===== config.mk =====
export PLATFORM = sky130hd
export DESIGN_NAME = udp_recv
export DESIGN_NICKNAME = d
export VERILOG_FILES = /design/src/rtl/udp_recv.sv
export SDC_FILE = /design/constraint.sdc
export NUM_CORES = 1
export LEC_CHECK = 0
export ABC_AREA = 1
export CAP_MARGIN = 30
export CORE_ASPECT_RATIO = 0.75
export CORE_MARGIN = 8
export CORE_UTILIZATION = 25
export CTS_CLUSTER_SIZE = 12
export DETAILED_ROUTE_END_ITERATION = 6
export MAX_ROUTING_LAYER = met4
export PLACE_DENSITY = 0.53
export SETUP_SLACK_MARGIN = 0.5
export SYNTH_ARGS = -nofsm -noshare
export SYNTH_HDL_FRONTEND = slang
export SYNTH_SLANG_ARGS = --single-unit

===== constraint.sdc =====
create_clock -name clk -period 9.7 [get_ports clk]
set_input_delay 1.94 -clock clk [delete_from_list [all_inputs] [get_ports clk]]
set_output_delay 1.94 -clock clk [all_outputs]
set_load 0.01 [all_outputs]

===== src/rtl/udp_recv.sv =====
// UDP receiver: parses preamble, Ethernet II, IPv4 and UDP headers,
// filters on own MAC/IP/port, streams payload and reports the FCS verdict.
module udp_recv #(
  parameter bit CHECK_IP_CSUM = 1'b1,
  parameter bit ACCEPT_BCAST  = 1'b1
) (
  input  logic        clk,
  input  logic        rst_n,
  input  logic [7:0]  i_rx_data,
  input  logic        i_rx_dv,
  input  logic        i_rx_er,
  input  logic [47:0] i_my_mac,
  input  logic [31:0] i_my_ip,
  input  logic [15:0] i_my_port,
  output logic [7:0]  o_data,
  output logic        o_data_vl,
  output logic        o_sof,
  output logic        o_eof,
  output logic [15:0] o_data_len,
  output logic [47:0] o_src_mac,
  output logic [31:0] o_src_ip,
  output logic [15:0] o_src_port,
  output logic        o_pkt_done,
  output logic        o_pkt_good
);

  typedef enum logic [3:0] {
    IDLE, PREAMBLE, DST_MAC, SRC_MAC, ETH_TYPE,
    IP_HDR, UDP_HDR, PAYLOAD, TAIL, DROP
  } state_t;

  localparam logic [31:0] CRC_INIT = 32'hFFFFFFFF;
  localparam logic [31:0] CRC_RES  = 32'hDEBB20E3;

  state_t      state;
  logic [15:0] cnt;
  logic [7:0]  hi;
  logic [39:0] dst_sh;
  logic [47:0] smac;
  logic [31:0] sip;
  logic [15:0] sport;
  logic [15:0] ulen;
  logic [31:0] acc;
  logic        bad;
  logic        err;
  logic [31:0] crc;

  function automatic logic [31:0] crc8(
    input logic [31:0] c,
    input logic [7:0]  d
  );
    logic [31:0] r;
    r = c ^ {24'h0, d};
    for (int i = 0; i < 8; i++)
      r = r[0] ? ((r >> 1) ^ 32'hEDB88320) : (r >> 1);
    return r;
  endfunction

  logic [15:0] word;
  logic [47:0] mac_full;
  logic        mac_ok;
  logic [31:0] csum_sum;
  logic [16:0] fold1;
  logic [15:0] fold2;
  logic        csum_ok;
  logic [7:0]  ip_byte;
  logic        in_crc;
  logic        pre_udp;

  assign word     = {hi, i_rx_data};
  assign mac_full = {dst_sh, i_rx_data};
  assign mac_ok   = (mac_full == i_my_mac) ||
                    (ACCEPT_BCAST && (&mac_full));
  assign csum_sum = acc + {16'h0, word};
  assign fold1    = {1'b0, csum_sum[15:0]} +
                    {1'b0, csum_sum[31:16]};
  assign fold2    = fold1[15:0] + {15'h0, fold1[16]};
  assign csum_ok  = !CHECK_IP_CSUM || (fold2 == 16'hFFFF);

  always_comb begin
    ip_byte = i_my_ip[7:0];
    case (cnt[1:0])
      2'd0:    ip_byte = i_my_ip[31:24];
      2'd1:    ip_byte = i_my_ip[23:16];
      2'd2:    ip_byte = i_my_ip[15:8];
      default: ip_byte = i_my_ip[7:0];
    endcase
  end

  assign in_crc  = state inside {DST_MAC, SRC_MAC, ETH_TYPE,
                                 IP_HDR, UDP_HDR, PAYLOAD, TAIL};
  assign pre_udp = state inside {PREAMBLE, DST_MAC, SRC_MAC,
                                 ETH_TYPE, IP_HDR, UDP_HDR};

  always_ff @(posedge clk or negedge rst_n) begin
    if (!rst_n) begin
      state      <= IDLE;
      cnt        <= '0;
      hi         <= '0;
      dst_sh     <= '0;
      smac       <= '0;
      sip        <= '0;
      sport      <= '0;
      ulen       <= '0;
      acc        <= '0;
      bad        <= 1'b0;
      err        <= 1'b0;
      crc        <= CRC_INIT;
      o_data     <= '0;
      o_data_vl  <= 1'b0;
      o_sof      <= 1'b0;
      o_eof      <= 1'b0;
      o_data_len <= '0;
      o_src_mac  <= '0;
      o_src_ip   <= '0;
      o_src_port <= '0;
      o_pkt_done <= 1'b0;
      o_pkt_good <= 1'b0;
    end else begin
      o_data_vl  <= 1'b0;
      o_sof      <= 1'b0;
      o_eof      <= 1'b0;
      o_pkt_done <= 1'b0;
      o_pkt_good <= 1'b0;
      if (i_rx_dv) begin
        hi  <= i_rx_data;
        cnt <= cnt + 16'd1;
        if (in_crc) crc <= crc8(crc, i_rx_data);
        if (i_rx_er && pre_udp) begin
          state <= DROP;
          cnt   <= '0;
        end else begin
          if (i_rx_er) err <= 1'b1;
          case (state)
            IDLE: begin
              state <= PREAMBLE;
              cnt   <= '0;
              err   <= 1'b0;
            end
            PREAMBLE: begin
              crc <= CRC_INIT;
              if (i_rx_data == 8'hD5) begin
                state <= DST_MAC;
                cnt   <= '0;
              end else if (i_rx_data != 8'h55) begin
                state <= DROP;
                cnt   <= '0;
              end
            end
            DST_MAC: begin
              dst_sh <= mac_full[39:0];
              if (cnt == 16'd5) begin
                state <= mac_ok ? SRC_MAC : DROP;
                cnt   <= '0;
              end
            end
            SRC_MAC: begin
              smac <= {smac[39:0], i_rx_data};
              if (cnt == 16'd5) begin
                state <= ETH_TYPE;
                cnt   <= '0;
              end
            end
            ETH_TYPE: begin
              if (cnt == 16'd1) begin
                state <= (word == 16'h0800) ? IP_HDR : DROP;
                cnt   <= '0;
                bad   <= 1'b0;
                acc   <= '0;
              end
            end
            IP_HDR: begin
              if (cnt[0]) acc <= csum_sum;
              if (cnt == 16'd0 && i_rx_data != 8'h45) bad <= 1'b1;
              if (cnt == 16'd6 && i_rx_data[5:0] != 6'd0) bad <= 1'b1;
              if (cnt == 16'd7 && i_rx_data != 8'h00) bad <= 1'b1;
              if (cnt == 16'd9 && i_rx_data != 8'd17) bad <= 1'b1;
              if (cnt >= 16'd12 && cnt <= 16'd15)
                sip <= {sip[23:0], i_rx_data};
              if (cnt >= 16'd16 && i_rx_data != ip_byte) bad <= 1'b1;
              // the last address byte and checksum are judged in the same cycle
              if (cnt == 16'd19) begin
                state <= (bad || i_rx_data != ip_byte || !csum_ok)
                         ? DROP : UDP_HDR;
                cnt   <= '0;
                bad   <= 1'b0;
              end
            end
            UDP_HDR: begin
              if (cnt == 16'd1) sport <= word;
              if (cnt == 16'd3 && word != i_my_port) bad <= 1'b1;
              if (cnt == 16'd5) begin
                ulen <= word;
                if (word < 16'd8) bad <= 1'b1;
              end
              if (cnt == 16'd7) begin
                cnt <= '0;
                if (bad) begin
                  state <= DROP;
                end else begin
                  o_data_len <= ulen - 16'd8;
                  o_src_mac  <= smac;
                  o_src_ip   <= sip;
                  o_src_port <= sport;
                  state      <= (ulen > 16'd8) ? PAYLOAD : TAIL;
                end
              end
            end
            PAYLOAD: begin
              o_data    <= i_rx_data;
              o_data_vl <= 1'b1;
              o_sof     <= (cnt == 16'd0);
              if (cnt == o_data_len - 16'd1) begin
                o_eof <= 1'b1;
                state <= TAIL;
                cnt   <= '0;
              end
            end
            default: ;
          endcase
        end
      end else begin
        case (state)
          TAIL: begin
            o_pkt_done <= 1'b1;
            o_pkt_good <= (crc == CRC_RES) && !err;
          end
          PAYLOAD: o_pkt_done <= 1'b1;
          default: ;
        endcase
        state <= IDLE;
        cnt   <= '0;
      end
    end
  end

endmodule


==> summary.md, run 1 <==
| Metric | Value |
|---|---|
| Status | completed |
| H-tree depth | 2 |
| Worst reg2reg setup slack | roughly 4.1 ns |
| Met3 WL | roughly 3900 um |
| Hold path depth | 2 |
| Die area | 0.09244 mm2 |
| Worst path slowest cell | clkdlybuf4s50_1 |
| Syn nets | roughly 2,600 |
| Cell mode on critical path | nand2_1 |
| Fin nets | about 2,800 |
| Logic pwr share | about 23% |
| Syn_area_per_cell | 8.436 um2 |
| Post-synthesis mux area share | 2.283% |
| Share of cells above drive strength 1 | 10.30% |
| Cell Area, Placed | between 0.02 and 0.025 mm2 |
| CP arrival | ~8.0 ns |
| Synth Area in XOR/XNOR | about 8% |
| Post-Synth Adder-Cell Area | roughly 2.6% |
| Hold Crit Endpoint | sport[2] |
| Metal-1 WL | between 30,000 and 40,000 um |
| P_leak | between 10 and 15 nW |
| Vias in the first global route | 16,700 |
| Iteration count of the initial detailed-routing pass | 7 |
| Clock buffer depth | 3 |
| Routed vias | approximately 17,000 |
| Global-route wire length before repair | between 100,000 and 150,000 um |
| HP Start | sport[2] |
| Reg2reg start | acc[0] |
| Met2 Routed Length | just under 30,000 um |
| Ys async rst share | 100.0% |
| Compound-cell area share of the yosys netlist | 11.29% |
| WL final | 68,130 um |
| Starting Density | 25.20% |
| Commonest non-fill, non-tap cell in the layout | nand2_1 |
| Minimum clock period | ~7.5 ns |
| Netlist cell types | ~70 |
| CP max stage delay | between 0.8 and 0.9 ns |
| Worst slew pin tran | roughly 0.98 ns |
| TritonCTS clock tree | built |
| Max-slew violations | 0 |
| Sw power | between 0.001 and 0.0015 W |
| Root Buffer | clkbuf_16 |
| Seq cells post-synth | approximately 370 |
| WL/cell | approximately 18 um |
| IR drop worst, VDD | ~0.00012 V |
| Endpoints failing setup | 0 |
| Worst-skew pair later-pin latency | slightly below 0.6 ns |
| Die Y | about 270 um |
| Final Hold Fails | 0 |
| Worst-path maximum fanout | 7 |
| Final Instance Area | between 0.02 and 0.03 mm2 |
| Reg2Reg Depth | 42 |
| HP Class | register to register |
| Vias/cell | between 4 and 5 |
| Gpl congestion | about 0.94 |
| Rows | just over 90 |
| CTS Hold Bufs | 0 |
| Synth-to-Final Area Change | 23.84% |
| Sw Ratio | around a third |
| Initial antenna violation count | 2 |
| Synth warn | 0 |
| Seq/Total Area, Yosys | approximately 45% |
| 1st-iter DRT viols | between 1,000 and 1,500 |
| EDFF count, synth | 0 |
| Pwr per Cell Area | between 150 and 200 mW/mm2 |
| Clock Sinks | approximately 370 |
| Post-CTS sizing | 0 |
| Int Power | between 0.003 and 0.004 W |
| Fin cells | 3,818 |
| Largest family of logic cells by synthesized area | simple AND/OR/NAND/NOR gates |
| Critical Path RT | between 10 and 15 ns |
| Clock-pin slew on the worst setup and hold paths | about 0.060 ns |
| Slew HR | between 30% and 40% |
| Total grt overflow | 0 |
| Ports | about 230 |
| Total Routing Usage GR | roughly 15% |
| Die width | approximately 350 um |
| Fin crit share | approximately 77% |
| Max Clk Rate | about 130 MHz |
| Num CTS Buffers | 44 |
| Startpoint types | primary input |
| Worst r2r dst | state[3] |
| Post-Synth Simple-Gate Area | 23.40% |
| DRC Markers | 0 |
| Clock power share | between 30% and 40% |
| CP Capture Type | register |
| Top FF cell, synth | dfrtp_1 |
| Commonest non-fill, non-tap cells in the layout | nand2_1, dfrtp_1, inv_1 |
| Post-CTS Setup Inserts | 0 |
| Crit path max-delay family | simple AND/OR/NAND/NOR gates |
| Synth area leaders | dfrtp_1, nand2_1, o21ai_0, inv_1, dfstp_2 |
| Cells after Synth | between 2,000 and 2,500 |
| Top cell type's share of synthesized area | between 40% and 50% |
| Setup TNS | 0 ns |
| MaxCap Viol Count | 0 |
| Largest net degree at the start of global routing | 144 |
| Cells after DPL | ~3,700 |
| Path type of the worst setup path | primary input to register |
| Final ANT Viol Nets | 0 |
| Mapped Area | approximately 0.021 mm2 |
| Top Layer Used | met4 |
| Synth area leader | dfrtp_1 |
| Core Area | approximately 0.082 mm2 |
| DPL Wire Length | a little over 50,000 um |
| IO buf count | about 230 |
| Clock Skews | 0.02072 ns |
| RSZ-0062 raised after global routing | no |
| CP bufs+invs | 6 |
| Seq pwr share | between 30% and 40% |
## synth_stat cells, types with 23 or more instances
master,number
nand2_1,574
dfrtp_1,339
inv_1,265
o21ai_0,203
nor2_1,123
nand3_1,96
xor2_1,88
a21oi_1,81
xnor2_1,78
o21ai_1,74
nand4_1,68
ha_1,40
mux2_1,40
clkbuf_1,35
dfstp_2,32
or2_2,31
buf_2,25
inv_2,23
## sequential cells by signal (all words and copies together), names as in the netlist, 4 cells and up
signal / cells
cnt: 16
sport: 16
ulen: 16
o_src_port: 16
state: 4
hi: 8
smac: 48
o_src_mac: 48
sip: 32
crc: 32
o_data_len: 16
o_data: 8
acc: 32
dst_sh: 40
o_src_ip: 32
## worst min-delay path: cells and delay by family, from the launching register on
family           cells  cell delay [ns]
flip-flops           1             0.34
AO/OA/AOI/OAI        1             0.06
AND/OR/NAND/NOR      1             0.05
## kinds of logic after synthesis
logic type | Yosys count
xor+xnor | 174
mux | 42
flops | 371
buf+inv | 374
compound gates | 425
fa+ha+maj | 42
simple gates | 1028
## routing by layer
metal	up-vias	track usage (%)
met3	82	2.658
met5	-	-
met1	8227	21.42
met2	429	21.49
li1	8469	-
met4	0	3.148
## worst max path at each step
stage	startpoint	end	slack [ns]	depth (start not counted)
3_5_place_dp	i_rx_data[0]	state[3]	1.72	43
2_1_floorplan	i_rx_data[1]	state[3]	2.97	42
5_1_grt	i_rx_data[0]	state[3]	1.52	43
4_1_cts	i_rx_data[0]	state[3]	2.35	43
6_report	i_rx_data[0]	state[3]	2.21	43
3_3_place_gp	i_rx_data[0]	state[3]	1.85	43
## layout make-up
type | count | area, um2
fill | 8788 | 56550
antenna | 2 | 5.005
clock buffer | 58 | 1235
timing repair buffer | 254 | 2527
multi-input combinational | 1711 | 9829
sequential | 371 | 9324
inverter | 290 | 1091
clock inverter | 16 | 251.5
tap | 1116 | 1396
## metrics by stage
| stage | utilization (%) | worst slack (ns) | hold slack, ns | power (W) |
|---|---|---|---|---|
| 6_report | 31.21 | 2.215 | 0.4777 | 0.004502 |
| 5_1_grt | 31.21 | 1.517 | 0.4970 | 0.004746 |
| 4_1_cts | 31.17 | 2.348 | 0.4772 | 0.004555 |
| 3_5_place_dp | 29.37 | 1.716 | 0.4707 | 0.002782 |
| 3_3_place_gp | 29.35 | 1.848 | 0.4656 | 0.002782 |
| 2_1_floorplan | - | 2.972 | 0.4461 | 0.002459 |
## power groups by stage
stage          clock [W]  combinational [W]  sequential, W
2_1_floorplan          0           0.000729        0.00173
6_report         0.00174            0.00104        0.00173
4_1_cts          0.00180            0.00103        0.00172
3_3_place_gp           0            0.00103        0.00175
5_1_grt          0.00186            0.00115        0.00173
3_5_place_dp           0            0.00103        0.00175
Note: power is estimated with default switching activity, not from simulation.
==> run 2: changes to the inputs <==
==> constraint.sdc (replaced) <==
create_clock -name clk -period 7.7 [get_ports clk]
set_input_delay 1.54 -clock clk [delete_from_list [all_inputs] [get_ports clk]]
set_output_delay 1.54 -clock clk [all_outputs]
set_load 0.01 [all_outputs]
==> run 2 against run 1 <==
Final cell count rose by 0.29%. Clock skew rose by 0.00073 ns. Clock power rose by 21%. Sequential power rose by 25%. Hold slack improved by 0.00097 ns. Via count fell by 0.92%. Critical path depth did not move. Sequential share of layout area fell by 0.064 points. Wire length fell by 3.4%. Largest cell class unchanged.
==> summary.md, run 2 (same netlist as run 1, synthesis figures left out) <==
| Metric | Value |
|---|---|
| Final ANT Viol Nets | 0 (unchanged) |
| Seq pwr share | 38.9% (was 38.3%) |
| CP bufs+invs | 6 (unchanged) |
| Max Clk Rate | 150.8 MHz |
| Fin nets | 2,824 (was 2,822) |
| Root Buffer | clkbuf_16 (unchanged) |
| Commonest non-fill, non-tap cells in the layout | nand2_1, dfrtp_1, inv_1 (unchanged) |
| Worst slew pin tran | 0.9958 ns (was 0.9771 ns) |
| Die Y | 265.3 um (unchanged) |
| Endpoints failing setup | 0 (unchanged) |
| Iteration count of the initial detailed-routing pass | 5 (was 7) |
| Int Power | 0.003798 W (was 0.003064 W) |
| Worst-skew pair later-pin latency | 0.58 ns (was 0.59 ns) |
| Cells after DPL | 3,740 (was 3,741) |
| Crit path launch | i_rx_data[0] (unchanged) |
| MaxCap Viol Count | 0 (unchanged) |
| Gpl congestion | 0.9001 (was 0.9390) |
| Routed vias | 17,050 (was 17,210) |
| WL/cell | 17.18 um (was 17.84 um) |
| Final Hold Fails | 0 (unchanged) |
| Commonest non-fill, non-tap cell in the layout | nand2_1 (unchanged) |
| Share of cells above drive strength 1 | 10.66% (was 10.30%) |
| Logic pwr share | 23.2% (was 23.1%) |
| Ports | 233 (unchanged) |
| Cell mode on critical path | nand2_1 (unchanged) |
| Die width | 348.4 um (unchanged) |
| CP max stage delay | 0.50 ns (was 0.82 ns) |
| Rows | 91 (unchanged) |
| Core Util, Final | 31.27% (was 31.21%) |
| Synth-to-Final Area Change | 24.06% (was 23.84%) |
| Multi-input logic area | 0.009851 mm2 (was 0.009829 mm2) |
| Vias in the first global route | 16,570 (was 16,700) |
| Pwr per Cell Area | 217.0 mW/mm2 (was 175.4 mW/mm2) |
| HP Class | register to register (unchanged) |
| Path type of the worst setup path | primary input to register (unchanged) |
| Starting Density | 25.20% (unchanged) |
| Filler instances | 8,826 (was 8,788) |
| Setup TNS | 0 ns (unchanged) |
| Most used routing layer in global routing | met2 (unchanged) |
| WL final | 65,800 um (was 68,130 um) |
| Reg2reg start | acc[0] (unchanged) |
| Total Routing Usage GR | 14.31% (was 14.81%) |
| IR drop worst, VDD | 0.0001294 V (was 0.0001215 V) |
| Slew HR | 33.61% (was 34.70%) |
| Fin crit share | a little under nine tenths |
| TritonCTS clock tree | built (unchanged) |
| P_leak | 11.44 nW (was 11.42 nW) |
| Clock buffer depth | 3 (unchanged) |
| Minimum clock period | 6.632 ns |
| Sequential Area | 0.009324 mm2 (unchanged) |
| Worst path slowest cell | clkdlybuf4s50_1 (unchanged) |
| Sw power | 0.001779 W (was 0.001438 W) |
| Num CTS Buffers | 45 (was 44) |
| Met3 usage | 2.720% (was 2.658%) |
| Clock power share | 37.9% (was 38.6%) |
| Clock Sinks | 371 (unchanged) |
| Clock Skews | 0.02144 ns (was 0.02072 ns) |
| Die area | 0.09244 mm2 (unchanged) |
| Startpoint types | primary input (unchanged) |
| IO buf count | 232 (unchanged) |
| HP Start | sport[4] (was sport[2]) |
| Largest regs | o_src_mac x48, smac x48, dst_sh x40 (unchanged) |
| H-tree depth | 2 (unchanged) |
| Met2 global-route usage | 21.34% (was 21.49%) |
| Total power | 0.005577 W (was 0.004502 W) |
| Fin cells | 3,829 (was 3,818) |
| Core Area | 0.08221 mm2 (unchanged) |
| Worst-path maximum fanout | 5 (was 7) |
| CP Capture Type | register (unchanged) |
| Largest net degree at the start of global routing | 190 (was 144) |
| Crit path max-delay family | simple AND/OR/NAND/NOR gates (unchanged) |
| Max-slew violations | 0 (unchanged) |
| Total grt overflow | 0 (unchanged) |
| Status | completed (unchanged) |
| Global-route wire length before repair | 101,900 um (was 104,600 um) |
| Sw Ratio | 31.90% (was 31.93%) |
| Vias/cell | 4.452 (was 4.507) |
| CP arrival | 7.09 ns (was 7.97 ns) |
| 1st-iter DRT viols | 1,199 (was 1,248) |
| RSZ-0062 raised after global routing | no (unchanged) |
| Initial antenna violation count | 3 (was 2) |
| Critical Path RT | 8.16 ns (was 10.18 ns) |
| Clock-pin slew on the worst setup and hold paths | 0.06 ns (about the same) |
| Hold WS | 0.4786 ns (was 0.4777 ns) |
| Global Route met1 Usage | 20.14% (was 21.42%) |
| DPL Wire Length | 48,960 um (was 50,840 um) |
| DRC Markers | 0 (unchanged) |
==> run 2: cell count changes in the layout (fill, tap and decap cells not counted), sizes merged <==
cell	change
bufinv	-4
clkinv	+6
clkbuf	+11
diode	+1
clkinvlp	-1
clkdlybuf4s50	+1
inv	-3
==> run 2: final timing paths <==
check	cells past startpoint	end	slack, ns
hold / removal	2	sport[4]	0.48
setup reg to reg	42	state[3]	2.19
hold reg to reg	2	sport[4]	0.48
setup / recovery	43	state[3]	1.07
min in group asynchronous	1	o_src_mac[18]	0.96
max in group asynchronous	2	err	5.40
==> run 2: area by class of cell <==
| class | count | share of cell area, % |
|---|---|---|
| Multi-Input combinational cell | 1711 | 38.32 |
| Sequential cell | 371 | 36.27 |
| Timing Repair Buffer | 255 | 9.930 |
| Tap cell | 1116 | 5.432 |
| Clock buffer | 69 | 5.199 |
| Inverter | 290 | 4.245 |
| Clock inverter | 14 | 0.5695 |
| Antenna cell | 3 | 0.02921 |
==> run 2: per-stage QoR <==
step	area (um2)	worst slack, ns
final	25700	1.068
after CTS	25650	0.8880
after global routing	25700	0.5240
after global placement	24140	0.4609
after floorplan	20720	1.372
after detailed placement	24170	0.2715
==> run 2: worst register-to-register path: cells and delay by family, from the launching register on <==
kind                       cells  cell delay, ns
and+or+nand+nor               24            2.09
adders and majority gates      6            1.54
AOI/OAI and AO/OA              6            0.84
buffers and inverters          5            0.37
DFF                            1            0.35
xor gates and xnor gates       1            0.18
==> run 2: timing repair <==
item,in CTS,in global routing
resized for setup,0,6
endpoints found under the setup margin,0,4
hold buffers,0,0
setup buffers,0,3
==> run 2: power groups by stage <==
stage | combinational, W | clock, W | sequential (W)
floorplan | 0.000918 | 0 | 0.00218
global placement | 0.00128 | 0 | 0.00220
detailed placement | 0.00129 | 0 | 0.00220
CTS | 0.00129 | 0.00220 | 0.00217
global route | 0.00144 | 0.00227 | 0.00218
finish | 0.00129 | 0.00211 | 0.00217
==> run 2: routing by layer <==
| metal | vias to the layer above | routed length [um] |
|---|---|---|
| met5 | - | 0 |
| met4 | 0 | 1319 |
| met3 | 84 | 3695 |
| met2 | 402 | 28500 |
| met1 | 8071 | 32280 |
| li1 | 8491 | - |
